## src/rtl/edge_pkg.sv

```systemverilog
// Shared constants for the multi-channel edge detector (edge_detect_n / edge_chan).
package edge_pkg;

    // Per-channel edge-select mode, bits [1:0] of each channel's mode slice
    localparam logic [1:0] EDGE_OFF  = 2'b00;
    localparam logic [1:0] EDGE_RISE = 2'b01;
    localparam logic [1:0] EDGE_FALL = 2'b10;
    localparam logic [1:0] EDGE_BOTH = 2'b11;

    // Default parameter values
    localparam int unsigned EDGE_CH_DEFAULT   = 4;
    localparam int unsigned EDGE_SYNC_DEFAULT = 2;
    localparam int unsigned EDGE_DB_DEFAULT   = 16;

    // Debounce counter width: max(1, clog2(db_cycles))
    function automatic int unsigned db_cnt_width(input int unsigned db_cycles);
        return (db_cycles > 1) ? $clog2(db_cycles) : 1;
    endfunction

endpackage

```

## src/rtl/edge_chan.sv

```systemverilog
// Single edge-detect channel: synchroniser, optional debounce, edge qualify, sticky pending.
// Debounce counter is built only when EDGE_DEBOUNCE_EN is defined; otherwise level follows
// the synchronised input every cycle and DB_CYCLES is ignored.
module edge_chan
    import edge_pkg::*;
#(
    parameter int unsigned SYNC_STAGES = EDGE_SYNC_DEFAULT,
    parameter int unsigned DB_CYCLES   = EDGE_DB_DEFAULT
) (
    input  logic       clk,
    input  logic       reset,
    input  logic       sig_i,
    input  logic [1:0] mode_i,
    input  logic       clr_i,
    output logic       level_o,
    output logic       pulse_o,
    output logic       pending_o
);

    // The level register acts as the final synchroniser stage, so only SYNC_STAGES-1
    // dedicated flops sit in front of it; this keeps level latency at SYNC_STAGES edges.
    localparam int unsigned SW = SYNC_STAGES - 1;

    if (SYNC_STAGES < 2 || DB_CYCLES < 1) begin : g_bad_param
        $error("edge_chan: SYNC_STAGES must be >= 2 and DB_CYCLES >= 1");
    end

    logic [SW-1:0] sync_q;
    logic [SW-1:0] sync_d;
    logic [SW:0]   sync_ext;
    logic          s;
    logic          level_q, level_d;
    logic          pulse_q, pulse_d;
    logic          pend_q,  pend_d;
    logic          sel_rise, sel_fall;
    logic          rise, fall;

    // Synchroniser shift: new sample enters at bit 0
    always_comb begin
        sync_ext = {sync_q, sig_i};
        sync_d   = sync_ext[SW-1:0];
        s        = sync_q[SW-1];
    end

`ifdef EDGE_DEBOUNCE_EN
    localparam int unsigned        CNT_W   = db_cnt_width(DB_CYCLES);
    localparam logic [CNT_W-1:0]   CNT_MAX = CNT_W'(DB_CYCLES - 1);

    logic [CNT_W-1:0] cnt_q, cnt_d;

    // Debounce: accept a changed input only after it persists DB_CYCLES cycles
    always_comb begin
        cnt_d   = '0;
        level_d = level_q;
        if (s != level_q) begin
            if (cnt_q == CNT_MAX) begin
                level_d = s;
            end else begin
                cnt_d = cnt_q + CNT_W'(1);
            end
        end
    end

    // Debounce counter register
    always_ff @(posedge clk) begin
        if (reset) begin
            cnt_q <= '0;
        end else begin
            cnt_q <= cnt_d;
        end
    end
`else
    // No debounce: level follows the synchronised input every cycle
    always_comb begin
        level_d = s;
    end
`endif

    // Edge qualification against the level transition committed this edge
    always_comb begin
        sel_rise = 1'b0;
        sel_fall = 1'b0;
        case (mode_i)
            EDGE_OFF:  ;
            EDGE_RISE: sel_rise = 1'b1;
            EDGE_FALL: sel_fall = 1'b1;
            EDGE_BOTH: begin
                sel_rise = 1'b1;
                sel_fall = 1'b1;
            end
        endcase
        rise    = ~level_q & level_d;
        fall    = level_q & ~level_d;
        pulse_d = (rise & sel_rise) | (fall & sel_fall);
        // A new edge wins over a simultaneous clear
        pend_d  = pulse_d | (pend_q & ~clr_i);
    end

    // Channel state registers
    always_ff @(posedge clk) begin
        if (reset) begin
            sync_q  <= '0;
            level_q <= 1'b0;
            pulse_q <= 1'b0;
            pend_q  <= 1'b0;
        end else begin
            sync_q  <= sync_d;
            level_q <= level_d;
            pulse_q <= pulse_d;
            pend_q  <= pend_d;
        end
    end

    assign level_o   = level_q;
    assign pulse_o   = pulse_q;
    assign pending_o = pend_q;

endmodule

```

## src/rtl/edge_detect_n.sv

```systemverilog
// Multi-channel edge detector: CH independent edge_chan instances with per-channel mode.
// Define EDGE_DEBOUNCE_EN to build the per-channel debounce counters.
module edge_detect_n
    import edge_pkg::*;
#(
    parameter int unsigned CH          = EDGE_CH_DEFAULT,
    parameter int unsigned SYNC_STAGES = EDGE_SYNC_DEFAULT,
    parameter int unsigned DB_CYCLES   = EDGE_DB_DEFAULT
) (
    input  logic            clk,
    input  logic            reset,
    input  logic [CH-1:0]   sig_in,
    input  logic [2*CH-1:0] mode,
    input  logic [CH-1:0]   clr,
    output logic [CH-1:0]   level_out,
    output logic [CH-1:0]   pulse_out,
    output logic [CH-1:0]   pending
);

    for (genvar i = 0; i < CH; i++) begin : g_chan
        edge_chan #(
            .SYNC_STAGES (SYNC_STAGES),
            .DB_CYCLES   (DB_CYCLES)
        ) u_chan (
            .clk       (clk),
            .reset     (reset),
            .sig_i     (sig_in[i]),
            .mode_i    (mode[2*i +: 2]),
            .clr_i     (clr[i]),
            .level_o   (level_out[i]),
            .pulse_o   (pulse_out[i]),
            .pending_o (pending[i])
        );
    end

endmodule

```

## config.mk

```make
export PLATFORM = sky130hd
export DESIGN_NAME = edge_detect_n
export DESIGN_NICKNAME = d
export VERILOG_FILES = /design/src/rtl/edge_pkg.sv /design/src/rtl/edge_chan.sv /design/src/rtl/edge_detect_n.sv
export SDC_FILE = /design/constraint.sdc
export NUM_CORES = 1
export LEC_CHECK = 0
export CORE_ASPECT_RATIO = 1.1
export CORE_UTILIZATION = 31
export CTS_CLUSTER_SIZE = 12
export DETAILED_ROUTE_END_ITERATION = 8
export PLACE_DENSITY = 0.76
export SLEW_MARGIN = 20
export SYNTH_ARGS = -nofsm -noshare
export SYNTH_HDL_FRONTEND = slang
export SYNTH_HIERARCHICAL = 1
export SYNTH_SLANG_ARGS = --single-unit
```

## constraint.sdc

```tcl
create_clock -name clk -period 0.8 [get_ports clk]
set_input_delay 0.12 -clock clk [delete_from_list [all_inputs] [get_ports clk]]
set_output_delay 0.12 -clock clk [all_outputs]
set_load 0.1 [all_outputs]
```

* After elaboration in Yosys (flattened, before gate mapping)
Cells that the tools add are included.
** Word-level totals
- Logic and storage cells :: 84
- Input port bits :: 18
- Output and inout bits :: 12
- Register bits :: 16
** Cells by class
- Equal/unequal tests :: 12
- Reductions and logical operators :: 8
- Bitwise operators :: 40
- Mux-type cells :: 8
** Operator list (number)
- AND 1 bit :: 20
- equality test 2 bit, second input constant :: 8
- OR reduction 2 bit :: 8
- NOT 1 bit :: 12
- equality test 2 x 1 -> 1 bit, second input constant :: 4
- 2-to-1 mux 1 bit :: 8
- OR 1 bit :: 8

* Depth between registers and ports, before layout
- Depth after elaboration :: 6
- Mapped depth :: 2

* Hierarchy
The synthesis kept the hierarchy.
** Modules (own cells, without submodules)
- edge_chan :: cells each 11, sequential area each 80.1 um^2, area each 125.1 um^2, instances 4

* Worst setup path after synthesis
Ideal clock, no wire load.
- Path kind :: reg-to-reg
- Start point :: register g_chan[0].u_chan.level_q
- End point :: register g_chan[0].u_chan.pend_q
- Required time :: 0.673 ns
- Buffers on the path :: 0
- Library setup time :: 0.127 ns
- Arrival :: 1.224 ns
- Cell stages (with the launch flop) :: 3
- Slack :: -0.552 ns
- Period minus slack after synthesis :: 1.352 ns
- Cell sequence :: dfxtp_1 > nand3b_1 > a31oi_1
** On the way
- Longest elaborated chain between the ends :: 5
- Elaborated cells between the ends (all ways) :: 7
- Classes of those cells :: bitwise (7)
** RTL lines
- start: declaration :: line edge_chan.sv:32 : logic level_q, level_d;
- start signal: assignment :: line edge_chan.sv:108 : level_q <= level_d;
- NOT 1 bit :: line edge_chan.sv:92 : rise = ~level_q & level_d;
- AND 1 bit :: line edge_chan.sv:92
- AND 1 bit :: line edge_chan.sv:94 : pulse_d = (rise & sel_rise) | (fall & sel_fall);
- OR 1 bit (*) :: line edge_chan.sv:94
- OR 1 bit (*) :: line edge_chan.sv:96 : pend_d = pulse_d | (pend_q & ~clr_i);
- end signal: assignment :: line edge_chan.sv:110 : pend_q <= pend_d;
- end: declaration :: line edge_chan.sv:34 : logic pend_q, pend_d;
Every way passes the cells marked *; elsewhere a longest branch is shown, timed or not.
A chain may end at the register's enable or synchronous reset.

* Final worst setup path
- Start point :: register g_chan[3].u_chan.level_q
- End point :: register g_chan[3].u_chan.pend_q
** On the way
- Longest elaborated chain between the ends :: 5
- Elaborated cells between the ends (all ways) :: 7
- Classes of those cells :: bitwise (7)
** RTL lines (line)
- start: declaration :: edge_chan.sv:32
- start signal: assignment :: edge_chan.sv:108
- NOT 1 bit :: edge_chan.sv:92
- AND 1 bit :: edge_chan.sv:92
- AND 1 bit :: edge_chan.sv:94
- OR 1 bit (*) :: edge_chan.sv:94
- OR 1 bit (*) :: edge_chan.sv:96
- end signal: assignment :: edge_chan.sv:110
- end: declaration :: edge_chan.sv:34
Marks and branches as above.

==> metrics <==
min cycle time layout roughly 0.96 ns; FF-to-FF path depth 3; Final nets 102; Slowest cell on crit path dfxtp_4; Least-Margin Pin Slew between 0.15 and 0.2 ns; CTS root buf clkbuf_4; die area around 1800 µm²; clock sink total 16; Synth-to-Final Area Change 108%; synth unique cells 6; row count 14; Initial Utilization 0.348; IO Count 30; Post-Place Cell Area slightly below 1000 µm²; CP endpoint kind flip-flop; crit-path cells buf_4 -> nand3b_1 -> a31oi_1; Post-DRT Antenna Nets 0; vias per cell 4.75; final core occ 0.726; VDD IR-drop max between 1000 and 1500 µV; RR Startpoint g_chan[3].u_chan/level_o; synthesized instance count 44; Total GRT Usage 0.163; CP peak stage delay approximately 0.36 ns; Diodes inserted 0; CTS tree done; wire length per cell roughly 13 µm; WP buf/inv 1; number of max-cap violations 0; status finished with violations; Worst-path clk slew about 0.09 ns; CP max FO 2; post-synthesis sequential area ratio 0.640; crit start category flip-flop; fin area around 1000 µm²; WP data required between 0.9 and 1 ns; crit path to g_chan[3].u_chan/pending_o; TritonCTS Buffers 3; die span in y about 44 µm; layout cell share with drive strength beyond 1 0.410; Synthesis Warnings 6; GR Overflow Total 0; Place WS -0.155 ns; Total Wirelength 1260 µm; #FFs+latches synth 16; Worst Hold Class input pin to flip-flop; PwrDens 1670 nW/µm²; period utilisation layout 1.19; crit-path leading delay family flip-flops; WP data arrival around 1.2 ns; clk_skew between 0.004 and 0.005 ns; crit path launch g_chan[3].u_chan/level_o; antenna violations before repair 0; via count 470; IO buf count 29; RSZ-0062 raised after global routing yes; htree depth 1; fmax around 1000 MHz; final setup margin -0.156 ns; Mapped Area approximately 500 µm²; vias in the first global route between 400 and 500; final hold viol count 0; Slew Limit Fails 0; worst reg2reg endpoint g_chan[3].u_chan/pending_o; CTS Buffer Depth 2; Avg Inst Size Synth about 11 µm²; Post-DP HPWL around 900 µm; DRC errors left 0; syn nets a little over 60; initial DRC count 2; placeable core area about 1400 µm²; Chip Width 40.3 µm; Clock Latency Late Sink around 0.28 ns; crit path kind flip-flop to flip-flop; Slew HR 0.878; fillers about 110; final setup vio count 20; TNS Setup -2.14 ns; first-pass GRT wire length between 1500 and 2000 µm; violations in the final reports setup timing; flop-to-flop setup slack -0.16 ns; Levels on crit path 3; placer's final routability congestion estimate 0.697; Static Leak about 0.39 nW; Pre-antenna DRT Iters 2; largest net degree at the start of global routing 10
-- what timing repair did --
item / 4_1_cts / 5_1_grt
buffers inserted: 4 / 0
endpoints found under the setup margin: 12 / 20
gates resized for setup: 0 / 2
pin swaps: 0 / 1
hold buffers: 0 / 0
-- worst reg2reg max path: cells and delay by family (launching register included) --
family                 cells  cell delay (ns)
DFF                        1             0.36
buffers and inverters      1             0.13
and+or+nand+nor            1             0.19
AOI/OAI and AO/OA          1             0.19
-- metrics by stage --
stage / std cells / total power, mW / hold WS [ns]
after floorplan: 44 / 1.09 / 0.180
after global placement: 91 / 1.31 / 0.452
after detailed placement: 91 / 1.32 / 0.470
after CTS: 99 / 1.75 / 0.381
after global routing: 99 / 1.80 / 0.397
final: 99 / 1.74 / 0.390
-- sequential cells by signal, indices dropped and copies added (netlist names) --
name	cells
g_chan.u_chan/pending_o	4
g_chan.u_chan/level_d	4
g_chan.u_chan/pulse_o	4
g_chan.u_chan/level_o	4
-- final cells by class --
cell class | count | area (µm²) | share of cell area
clock buffers | 4 | 26.3 | 0.0252
repair buffers | 35 | 459 | 0.441
flip-flops and latches | 16 | 353 | 0.339
multi-input cells | 28 | 184 | 0.176
well taps | 16 | 20.0 | 0.0192
-- layout by cell type (no fill, tap or decap) --
| cell type | instances |
|---|---|
| a21oi_1 | 3 |
| a21oi_2 | 1 |
| a31oi_1 | 4 |
| buf_12 | 12 |
| buf_4 | 5 |
| buf_6 | 1 |
| clkbuf_1 | 1 |
| clkbuf_4 | 3 |
| clkdlybuf4s50_1 | 17 |
| dfxtp_1 | 4 |
| dfxtp_2 | 5 |
| dfxtp_4 | 7 |
| nand2b_1 | 4 |
| nand3b_1 | 8 |
| nor2b_1 | 8 |
-- synthesized netlist by cell type --
cell	n	area (µm²)
dfxtp_1	16	320
nand3b_1	8	60.1
nor2b_1	8	50.1
a21oi_1	4	20.0
a31oi_1	4	25.0
nand2b_1	4	25.0
-- cells by family (layout without fill, tap and decap cells) --
| logic type | after synthesis | in the layout | share of synthesized area |
|---|---|---|---|
| flip-flops | 16 | 16 | 0.640 |
| buffers and inverters | 0 | 39 | 0 |
| AO/OA/AOI/OAI | 8 | 8 | 0.0900 |
| AND/OR/NAND/NOR | 20 | 20 | 0.270 |
-- where the power goes --
part	leakage [nW]	internal, mW	total [mW]	switching (mW)
registers	0.139	0.823	0.856	0.0324
clock network	0.0150	0.193	0.427	0.234
logic	0.241	0.214	0.455	0.242
total	0.395	1.23	1.74	0.508
-- routing by layer --
metal  vias to the layer above  wire length (µm)  GRT usage
li1                        232                 -          -
met4                         0                15      0.120
met5                         -                 0          0
met1                       217               491      0.166
met3                         2                66     0.0302
met2                        19               688      0.281
-- worst min-delay path by stage --
stage | startpoint | endpoint | slack, ns | cells after the start
6_report | sig_in[3] | g_chan[3].u_chan/level_d | 0.39 | 2
5_1_grt | sig_in[3] | g_chan[3].u_chan/level_d | 0.40 | 2
4_1_cts | sig_in[2] | g_chan[2].u_chan/level_d | 0.38 | 2
3_5_place_dp | g_chan[3].u_chan/level_d | g_chan[3].u_chan/level_o | 0.47 | 1
3_3_place_gp | g_chan[2].u_chan/level_d | g_chan[2].u_chan/level_o | 0.45 | 1
2_1_floorplan | reset | g_chan[1].u_chan/pending_o | 0.18 | 1
Power figures use the tool's default switching activity.
